[config.mk]
export PLATFORM = sky130hd
export DESIGN_NAME = reset_seq_wdt
export DESIGN_NICKNAME = d
export VERILOG_FILES = /design/src/rtl/reset_seq_wdt.sv
export SDC_FILE = /design/constraint.sdc
export NUM_CORES = 1
export LEC_CHECK = 0
export BUFFER_PORTS_ARGS = -buffer_cell sky130_fd_sc_hd__buf_2
export CORE_MARGIN = 4
export CORE_UTILIZATION = 58
export CTS_CLUSTER_SIZE = 8
export DETAILED_ROUTE_END_ITERATION = 8
export HOLD_SLACK_MARGIN = 0.06
export PLACE_DENSITY_LB_ADDON = 0.08
export SLEW_MARGIN = 0
export SYNTH_ARGS = -nofsm -noshare
export SYNTH_HDL_FRONTEND = slang
export SYNTH_SLANG_ARGS = --single-unit
export TNS_END_PERCENT = 10
[constraint.sdc]
create_clock -name clk_sys -period 7.59 [get_ports clk_sys]
set_clock_uncertainty 0.05 [all_clocks]
set_input_delay 2.277 -clock clk_sys [delete_from_list [all_inputs] [get_ports clk_sys]]
set_output_delay 2.277 -clock clk_sys [all_outputs]
set_load 0.03 [all_outputs]
[src/rtl/reset_seq_wdt.sv]
// reset_seq_wdt: staged reset release for NUM_DOMAINS domains once the PLL
// is locked, plus a windowed watchdog, per-domain software reset pulses and
// sticky reset-cause flags. Single clock domain (clk_sys).
module reset_seq_wdt #(
  parameter int                     NUM_DOMAINS  = 4,
  parameter int                     STAGE_DELAY  = 16,
  parameter int                     PULSE_CYCLES = 64,
  parameter int                     WDT_WIDTH    = 32,
  parameter logic [NUM_DOMAINS-1:0] PROTECT_MASK = NUM_DOMAINS'(1)
) (
  input  logic                   clk_sys,
  input  logic                   rst_sys_n,
  input  logic                   pll_locked,
  input  logic                   sw_sys_rst,
  input  logic [NUM_DOMAINS-1:0] sw_dom_rst,
  input  logic                   wdt_enable,
  input  logic [WDT_WIDTH-1:0]   wdt_timeout,
  input  logic [WDT_WIDTH-1:0]   wdt_window,
  input  logic                   wdt_kick,
  input  logic                   cause_clr,
  output logic [NUM_DOMAINS-1:0] dom_rst_n,
  output logic                   seq_done,
  output logic [WDT_WIDTH-1:0]   wdt_count,
  output logic                   wdt_fire,
  output logic [3:0]             rst_cause
);

  localparam int SCW = (STAGE_DELAY > 1) ? $clog2(STAGE_DELAY) : 1;
  localparam int PCW = (PULSE_CYCLES > 1) ? $clog2(PULSE_CYCLES) : 1;

  typedef enum logic [1:0] {S_HOLD, S_RELEASE, S_RUN, S_PULSE} state_e;

  state_e                 state_q, state_d;
  logic [NUM_DOMAINS-1:0] dom_q, dom_d;
  logic                   seq_done_q, seq_done_d;
  logic [WDT_WIDTH-1:0]   count_q, count_d;
  logic                   fire_q, fire_d;
  logic [3:0]             cause_q, cause_d;
  logic [3:0]             cause_set;
  logic [SCW-1:0]         stage_q, stage_d;
  logic [PCW-1:0]         pulse_q, pulse_d;

  logic [NUM_DOMAINS-1:0] unprot;
  logic [NUM_DOMAINS-1:0] dom_req;
  logic [NUM_DOMAINS-1:0] next_rel;
  logic [NUM_DOMAINS-1:0] clr_mask;
  logic                   legal_kick;
  logic                   early_kick;
  logic                   timeout_hit;
  logic                   wdt_trig;

  // Watchdog event decode and helper masks (lowest still-asserted domain is next to release)
  always_comb begin
    unprot      = ~PROTECT_MASK;
    dom_req     = sw_dom_rst & unprot;
    next_rel    = ~dom_q & (dom_q + NUM_DOMAINS'(1));
    legal_kick  = wdt_kick && ((wdt_window == '0) || (count_q >= wdt_window));
    early_kick  = wdt_kick && !legal_kick;
    timeout_hit = (wdt_timeout != '0) && (count_q == wdt_timeout) && !legal_kick;
    wdt_trig    = wdt_enable && (early_kick || timeout_hit);
    clr_mask    = dom_req | (sw_sys_rst ? unprot : '0);
  end

  // Next-state and output logic; PLL loss overrides everything at the end
  always_comb begin
    state_d   = state_q;
    dom_d     = dom_q;
    stage_d   = stage_q;
    pulse_d   = pulse_q;
    count_d   = '0;
    fire_d    = 1'b0;
    cause_set = 4'b0000;

    unique case (state_q)
      S_HOLD: begin
        dom_d = '0;
        if (pll_locked) begin
          state_d = S_RELEASE;
          stage_d = '0;
        end
      end
      S_RELEASE: begin
        if (&dom_q) begin
          state_d = S_RUN;
        end else if (stage_q == SCW'(STAGE_DELAY - 1)) begin
          dom_d   = dom_q | next_rel;
          stage_d = '0;
          if (&(dom_q | next_rel)) state_d = S_RUN;
        end else begin
          stage_d = stage_q + SCW'(1);
        end
      end
      S_RUN: begin
        if (wdt_enable) begin
          if (legal_kick)   count_d = '0;
          else if (&count_q) count_d = count_q;
          else              count_d = count_q + WDT_WIDTH'(1);
        end
        if (wdt_trig || sw_sys_rst) begin
          fire_d       = wdt_trig;
          cause_set[1] = wdt_enable && timeout_hit;
          cause_set[2] = wdt_enable && early_kick;
          cause_set[3] = sw_sys_rst;
          dom_d        = dom_q & PROTECT_MASK;
          state_d      = S_PULSE;
          pulse_d      = '0;
          count_d      = '0;
        end else if (|dom_req) begin
          dom_d   = dom_q & ~dom_req;
          state_d = S_PULSE;
          pulse_d = '0;
          count_d = '0;
        end
      end
      S_PULSE: begin
        if (|clr_mask) begin
          dom_d        = dom_q & ~clr_mask;
          pulse_d      = '0;
          cause_set[3] = sw_sys_rst;
        end else if (pulse_q == PCW'(PULSE_CYCLES - 1)) begin
          state_d = S_RELEASE;
          stage_d = '0;
        end else begin
          pulse_d = pulse_q + PCW'(1);
        end
      end
      default: state_d = S_HOLD;
    endcase

    if ((state_q != S_HOLD) && !pll_locked) begin
      state_d   = S_HOLD;
      dom_d     = '0;
      count_d   = '0;
      fire_d    = 1'b0;
      cause_set = 4'b0001;
    end

    seq_done_d = (state_q == S_RUN) && (state_d == S_RUN);
    cause_d    = (cause_clr ? 4'b0000 : cause_q) | cause_set;
  end

  // State and output registers, asynchronously cleared by rst_sys_n
  always_ff @(posedge clk_sys or negedge rst_sys_n) begin
    if (!rst_sys_n) begin
      state_q    <= S_HOLD;
      dom_q      <= '0;
      seq_done_q <= 1'b0;
      count_q    <= '0;
      fire_q     <= 1'b0;
      cause_q    <= 4'b0000;
      stage_q    <= '0;
      pulse_q    <= '0;
    end else begin
      state_q    <= state_d;
      dom_q      <= dom_d;
      seq_done_q <= seq_done_d;
      count_q    <= count_d;
      fire_q     <= fire_d;
      cause_q    <= cause_d;
      stage_q    <= stage_d;
      pulse_q    <= pulse_d;
    end
  end

  assign dom_rst_n = dom_q;
  assign seq_done  = seq_done_q;
  assign wdt_count = count_q;
  assign wdt_fire  = fire_q;
  assign rst_cause = cause_q;

endmodule

-- Word-level counts from Yosys, hierarchy flattened
Cells that the tools add are included.
- memories kept: 0
- word-level logic and storage cells: 117
- register bits after elaboration: 54
- output and inout port bits: 42
- latch bits: 0
- ROM bits: 0
- memory bits (writable): 0
- input port bits: 75
- eq/ne operators: 20
- add/subtract/negate cells: 4
- reduce and logical (&&, ||, !) cells: 29
- bitwise gates (word level): 9
- magnitude comparators: 1
- muxes and demuxes: 45
- div/mod/pow operators: 0
- shift operators: 0
- $mul: 0
- operators with widths (cell ; count):
    $mux W32 ; 7
    $mux W4 ; 14
    $add A32 B1 Y32 const B ; 1
    $eq A32 B32 Y1 ; 1
    $ge A32 B32 Y1 ; 1
    $logic_not A32 Y1 ; 1
    $reduce_and A32 Y1 ; 1
    $reduce_bool A32 Y1 ; 1
    $mux W6 ; 4
    $ne A3 B3 Y1 const B ; 7
    $mux W2 ; 10
    $pmux W4 S4 ; 1
    $and A4 B4 Y4 ; 3
    $not A4 Y4 ; 3
    $or A4 B4 Y4 ; 3
    $pmux W4 S3 ; 1
    $pmux W6 S2 ; 1
    $reduce_and A4 Y1 ; 3
    $reduce_and A5 Y1 ; 2
    $logic_and A1 B1 Y1 ; 9
    $add A4 B1 Y4 const B ; 2
    $ne A2 B2 Y1 const B ; 4
    $pmux W2 S4 ; 1
    $ne A7 B7 Y1 const B ; 1
    other kinds (17) ; 26

-- Longest topological paths before layout
Gate-level depths: netlist (run 1).
- depth after elaboration: 13
- gate-level depth with buffers: 9

-- Worst setup path before layout (run 1)
No wires, ideal clock.
- path type: input port to flip-flop
- start point: input wdt_window[29]
- end point: register dom_q[2], in the netlist dom_rst_n[2]
- stages on the path: 9
- required time: 7.420 ns
- library setup time: 0.120 ns
- path slack: 3.299 ns
- arrival time: 4.120 ns
- path through: inv_1 -> ha_1 -> a21oi_1 -> a2bb2oi_1 -> o211ai_1 -> or4b_4 -> o21bai_2 -> o21ai_0 -> a31o_2
- word-level cells in the longest chain between the ends: 11
- RTL lines (element ; line ; text):
    start, declared ; 18 ; input logic [WDT_WIDTH-1:0] wdt_window,
    $ge A32 B32 Y1 or $logic_not A32 Y1 (tied branches) ; 57 ; legal_kick = wdt_kick && ((wdt_window == '0) || (count_q >= wdt_window));
    $logic_or A1 B1 Y1 * ; 57 ;
    $logic_and A1 B1 Y1 * ; 57 ;
    $logic_not A1 Y1 * ; 58, 59 ;
    $logic_and A1 B1 Y1 (on tied branches) ; 58, 59 ;
    $logic_or A1 B1 Y1 * ; 60 ; wdt_trig = wdt_enable && (early_kick || timeout_hit);
    $logic_and A1 B1 Y1 * ; 60 ;
    $logic_or A1 B1 Y1 * ; 99 ; if (wdt_trig || sw_sys_rst) begin
    $mux W4 ; 99 ;
    $pmux W4 S4 ; 74 ; unique case (state_q)
    $mux W4 ; 130 ; if ((state_q != S_HOLD) && !pll_locked) begin
    end signal, assigned ; 155 ; dom_q <= dom_d;
    end, declared ; 34 ; logic [NUM_DOMAINS-1:0] dom_q, dom_d;
Mark *: on every way between the ends. The rest lies on a longest branch, timed or not. The select of a mux whose other input is x is not followed.
A chain may end at the register's enable or synchronous reset.

-- Worst setup path after layout (run 1)
- start point: input wdt_timeout[23]
- end point: register count_q[31], in the netlist wdt_count[31]
- word-level cells in the longest chain between the ends: 9
- RTL lines (element ; line ; text):
    start, declared ; 17 ; input logic [WDT_WIDTH-1:0] wdt_timeout,
    $eq A32 B32 Y1 or $reduce_bool A32 Y1 (tied branches) ; 59 ; timeout_hit = (wdt_timeout != '0) && (count_q == wdt_timeout) && !legal_kick;
    $logic_and A1 B1 Y1 * (2 in a row) ; 59 ;
    $logic_or A1 B1 Y1 * ; 60 ;
    $logic_and A1 B1 Y1 * ; 60 ;
    $logic_or A1 B1 Y1 * ; 99 ;
    $mux W32 ; 99 ;
    $mux W32 ; 74 ;
    $mux W32 ; 130 ;
    end signal, assigned ; 157 ; count_q <= count_d;
    end, declared ; 36 ; logic [WDT_WIDTH-1:0] count_q, count_d;
Mark *: on every way between the ends. The rest lies on a longest branch, timed or not.

==> metrics, run 1 <==
period utilisation layout=0.619; Max-slew headroom=0.334; H-tree depth=2; Pleak=around 2.5 nW; Final Non-Filler Cells=approximately 700; Hold Crit Endpoint=rst_cause[3]; worst slew pin tran=998 ps; routed len/inst=between 15 and 20 um; GR Overflow Total=0; Tot Pwr=approximately 0.52 mW; Max Fclk=between 200 and 250 MHz; Min-Delay Startpoint=rst_cause[3]; area of the core=about 0.0069 mm^2; post-CTS sizing=0; required time of the critical path=roughly 7700 ps; CTS tree=yes; Clock transition at path regs=around 100 ps; Port Buffer Count=about 120; chip width=roughly 93 um; Placed Area=0.00490 mm^2; Netlist cell types=between 60 and 70; CP arrival=slightly below 5000 ps; Hold Violations, Final=0; synthesized area=around 0.0042 mm^2; vias in the first global route=between 4,000 and 5,000; GRT Total Usage=0.278; register-to-register setup slack=approximately 4500 ps; Post-synth ARST share=1.00; Syn. warnings=0; post-layout min period=4700 ps; Synth Instances=485; hold_buf cts=0; footprint of the multi-input gates=about 0.0027 mm^2; Layout area overhead=17.5%; # Max-Cap Violations=0; Crit Path Max Fanout=24; final hold slack=about 450 ps; n_diodes=0; routed vias/inst=6.02; final WL=12,000 um; number of synthesized flops with an enable pin=0; Placement Rows=30; Layout fillers=568; drt pass-1 iters=5; Worst R2R End=wdt_count[31]; first-pass GRT wire length=19,400 um; status=completed; hold depth=1; worst-skew pair later-pin latency=300 ps; initial core utilization=0.610; fin nets=about 700; Max IR drop VDD=59.1 uV; Final ANT Viol Nets=0; top_reg_cell synth=dfrtp_1; RR Startpoint=wdt_count[23]; die area=0.00873 mm^2; Setup Buffers After CTS=0; TritonCTS Buffers=5; RePlAce Congestion=roughly 0.9; Clock Sinks=54; RSZ-0062 raised after global routing=no; chip height=93.5 um; Final setup viols=0; initial antenna violation count=0; Max Slew Vio Count=0; placed insts=a little under 700; Setup TNS=0 ps; Finished Cell Area=~0.0050 mm^2; Setup CP Type=primary input to flip-flop; pin count of the biggest net entering global routing=55; r2r worst-path depth=8; initial DRC count=just under 200; pwr dens=105 mW/mm^2; syn nets=approximately 600; total area of sequential cells=0.00135 mm^2; clk buf depth=2; synthesis-stage register bit count=54; CP Capture Type=flip-flop; Boundary Pins=117; Avg Inst Size Synth=8.73 um^2; DRC violations left=0; worst min-delay path category=flip-flop to flip-flop; fraction of the yosys area taken by sequential cells=0.319; Startpoint Class=primary input; hpwl dp=about 9500 um; clk root buf=clkbuf_8; via count=4,190; share of cells above drive strength 1=0.245
-- per-layer routing --
metal / share of wire / up-vias / track usage
met1: 0.39 / 2021 / 0.334
met3: 0.056 / 24 / 0.0418
met4: 0.021 / 0 / 0.0794
met2: 0.54 / 156 / 0.511
met5: 0 / - / 0
li1: - / 1989 / -
-- report_power, final --
group          internal, mW  total, mW  switching, mW
Clock                0.0623      0.156         0.0935
Combinational        0.0308     0.0739         0.0431
Sequential            0.290      0.294        0.00323
Total                 0.384      0.523          0.140
-- synthesized netlist by cell type, types with 4 or more instances --
cell type	n	area (um^2)
nand2b_1	6	37.5
ha_1	35	438
xnor2_1	12	105
nor4_1	29	181
a31oi_1	4	25.0
nor3_1	7	35.0
inv_1	40	150
nand2_1	29	109
a21oi_1	29	145
dfrtp_1	54	1350
nand4_1	14	87.6
and3_1	12	75.1
nor2_1	51	191
o211ai_1	5	37.5
xor2_1	47	412
nand3_1	21	105
o21ai_0	22	110
-- cell usage in the layout, fill, tap and decap left out, drive strengths merged, types with 2 or more instances in the layout --
| cell type | instances |
|---|---|
| nand2b | 6 |
| dfrtp | 54 |
| and4 | 6 |
| xnor2 | 12 |
| a32o | 3 |
| o2111ai | 3 |
| nand3b | 2 |
| buf | 117 |
| a22o | 2 |
| nor2 | 51 |
| and3 | 15 |
| xor2 | 47 |
| a31oi | 5 |
| clkbuf | 5 |
| o31ai | 4 |
| o21bai | 2 |
| nand4 | 15 |
| inv | 40 |
| ha | 35 |
| nand3 | 21 |
| o211ai | 5 |
| a21o | 4 |
| or3 | 3 |
| nor3 | 7 |
| o21ai | 24 |
| or4b | 2 |
| nor4b | 2 |
| o21a | 2 |
| clkinv | 2 |
| mux2i | 3 |
| nor4 | 30 |
| nand2 | 29 |
| a21oi | 29 |
-- sequential cells by signal, summed over array words and instances, names as in the netlist --
signal     cells
wdt_count     32
seq_done       1
wdt_fire       1
rst_cause      4
state_q        2
stage_q        4
pulse_q        6
dom_rst_n      4
-- area by class of cell --
cell class              instances  area share
clock buffers                   5      0.0138
clock inverters                 2     0.00201
inverters                      40      0.0302
multi-input cells             382       0.540
flip-flops and latches         54       0.271
well taps                      96      0.0241
repair buffers                117       0.119
-- through the flow --
| step | util | worst slack (ps) |
|---|---|---|
| floorplan | - | 3300 |
| global placement | 0.705 | 2650 |
| detailed placement | 0.705 | 2620 |
| CTS | 0.717 | 2950 |
| global route | 0.717 | 2700 |
| finish | 0.717 | 2890 |
-- logic make-up (layout without fill, tap and decap cells) --
logic type                 Yosys count  in the layout  share of synthesized area
buffers and inverters               49            164                     0.0487
AOI/OAI and AO/OA                   92             92                      0.145
adders and majority gates           35             35                      0.103
and+or+nand+nor                    192            192                      0.252
xor gates and xnor gates            59             59                      0.122
DFF                                 54             54                      0.319
muxes                                4              4                    0.00975
-- critical path, stage by stage --
cell and delay [ps]:
buf_2 120, xor2_1 160, nor4_1 320, nand4_1 270, o31ai_4 930, buf_4 350
o2111ai_1 170, xor2_1 180, nor2_1 50
-- how the worst max path moves through the flow --
stage / start / end / slack, ps / cells past startpoint
2_1_floorplan: wdt_window[29] / dom_rst_n[2] / 3300 / 9
3_3_place_gp: wdt_timeout[31] / wdt_count[29] / 2650 / 9
3_5_place_dp: wdt_timeout[31] / wdt_count[31] / 2620 / 9
4_1_cts: wdt_timeout[15] / wdt_count[29] / 2950 / 9
5_1_grt: wdt_timeout[23] / wdt_count[31] / 2700 / 9
6_report: wdt_timeout[23] / wdt_count[31] / 2890 / 9
(Power assumes the default switching activity.)
==> run 2: changes to the inputs <==
CORE_UTILIZATION = 48   (was 58)
clock period = 3.8 ns   (was 7.59 ns; I/O delays follow)
==> run 2 against run 1 <==
Net effect:
- critical path depth up 1
- via count decreased by 3.3%
- sequential share of layout area is 0.31 points lower
- routed wire length increased by 4.5%
- worst hold slack worse by 8.2 ps
- count of clock-buffer cells in the layout up 2
- sequential power increased by 100%
- power rose by 110%
- highest routed layer unchanged
==> metrics, run 2 (synthesized netlist as in run 1, its figures left out) <==
clk buf depth=2; clk root buf=clkbuf_8; routed len/inst=approximately 18 um; first-pass GRT wire length=between 15,000 and 20,000 um; GR Overflow Total=0; Max-slew headroom=0.485; Port Buffer Count=between 100 and 150; Setup Buffers After CTS=0; GRT Total Usage=0.240; post-layout min period=roughly 3200 ps; Max IR drop VDD=120 uV; required time of the critical path=between 3000 and 4000 ps; register-to-register setup slack=1000 ps; hold_buf cts=0; Boundary Pins=approximately 120; worst slew pin tran=roughly 770 ps; CP arrival=approximately 3400 ps; initial antenna violation count=0; Setup TNS=0 ps; routed vias/inst=between 5 and 6; switching pwr=0.283 mW; Worst setup endpoint=dom_rst_n[3]; TritonCTS Buffers=5; period utilisation layout=0.835; vias in the first global route=around 4,000; H-tree depth=2; Crit Path Max Fanout=6; Setup CP Type=primary input to flip-flop; chip height=102 um; share of cells above drive strength 1=0.250; die area=0.0104 mm^2; status=completed; worst min-delay path category=flip-flop to flip-flop; RR Startpoint=wdt_count[31]; worst-skew pair later-pin latency=around 320 ps; worst-path cell chain=buf_2 > inv_1 > ha_1 > nand4_1 > nor4_1 > nand2_1 > a31oi_2 > o21bai_2 > o31ai_2 > mux2i_1; RSZ-0062 raised after global routing=no; footprint of the multi-input gates=between 0.002 and 0.003 mm^2; Layout area overhead=18.9%; final WL=12,600 um; Max Fclk=315 MHz; Final setup viols=0; area of the core=roughly 0.0086 mm^2; n_diodes=0; hpwl dp=between 10,000 and 15,000 um; Layout fillers=800; Placement Rows=34; DRC violations left=0; Placed Area=a little under 0.005 mm^2; Clock Sinks=54; crit path from=wdt_window[29]; pin count of the biggest net entering global routing=34; Pleak=around 2.5 nW; Startpoint Class=primary input; r2r worst-path depth=8; Final ANT Viol Nets=0; chip width=about 100 um; RePlAce Congestion=around 0.94; pwr dens=between 200 and 250 mW/mm^2; Net Sw Frac=0.264; slowest CP cell=nor4_1; Clock transition at path regs=90 ps; Worst R2R End=dom_rst_n[3]; register share of total power=0.547; Hold Violations, Final=0; most common cell after layout, fill and taps aside=buf_2; Max Slew Vio Count=0; total area of sequential cells=roughly 0.0014 mm^2; CP Capture Type=flip-flop; # Max-Cap Violations=0; initial DRC count=130; Clk network pwr share=0.315; Crit path largest cell delay=530 ps; max reg flops=32; fin nets=~700; drt pass-1 iters=6; Comb pwr share=0.138; via count=4,051; most frequent cells in the layout=buf_2, dfrtp_1, nor2_1; Finished Cell Area=0.00503 mm^2; initial core utilization=0.490; post-CTS sizing=0; CTS tree=yes; cell-internal power=0.790 mW
==> run 2: cell count changes in the layout (fill, tap and decap cells not counted) <==
cell and delta:
buf_4 +4, clkbuf_1 +1, clkbuf_8 +1, clkinv_2 -1
==> run 2: final cells by class <==
class,count,share of cell area
multi-input cells,382,0.534
well taps,108,0.0268
inverters,40,0.0298
flip-flops and latches,54,0.268
repair buffers,121,0.123
clock inverters,1,0.000994
clock buffers,7,0.0171
==> run 2: worst max-delay path, delay by kind of cell <==
kind | cells | cell delay (ps)
AND/OR/NAND/NOR | 3 | 850
adder cells (fa/ha/maj) | 1 | 290
buffers and inverters | 2 | 130
multiplexers | 1 | 200
AO/OA/AOI/OAI | 3 | 740
==> run 2: power groups by stage <==
stage	clock, mW	combinational [mW]	sequential (mW)
5_1_grt	0.372	0.166	0.588
2_1_floorplan	0	0.0609	0.598
6_report	0.338	0.148	0.587
3_3_place_gp	0	0.146	0.598
4_1_cts	0.352	0.150	0.587
3_5_place_dp	0	0.149	0.598
==> run 2: how the worst min path moves through the flow <==
| stage | startpoint | to | cells after the start |
|---|---|---|---|
| 2_1_floorplan | stage_q[3] | stage_q[3] | 1 |
| 3_3_place_gp | rst_cause[0] | rst_cause[0] | 1 |
| 3_5_place_dp | rst_cause[3] | rst_cause[3] | 1 |
| 4_1_cts | rst_cause[3] | rst_cause[3] | 1 |
| 5_1_grt | rst_cause[3] | rst_cause[3] | 1 |
| 6_report | rst_cause[0] | rst_cause[0] | 1 |
==> run 2: routing by layer <==
layer	track usage	wire, um
met3	0.0232	556
met2	0.433	6650
met5	0	0
met4	0.0727	265
met1	0.303	5110
==> run 2: metrics by stage <==
step                      total power [mW]   util  hold WS, ps  std cells  setup slack, ps
after floorplan                      0.659      -          413        485              646
after CTS                             1.09  0.583          449        713              554
after global placement               0.744  0.572          420        705              261
after global routing                  1.13  0.583          465        713              396
after detailed placement             0.747  0.572          427        705              234
final                                 1.07  0.583          440        713              628
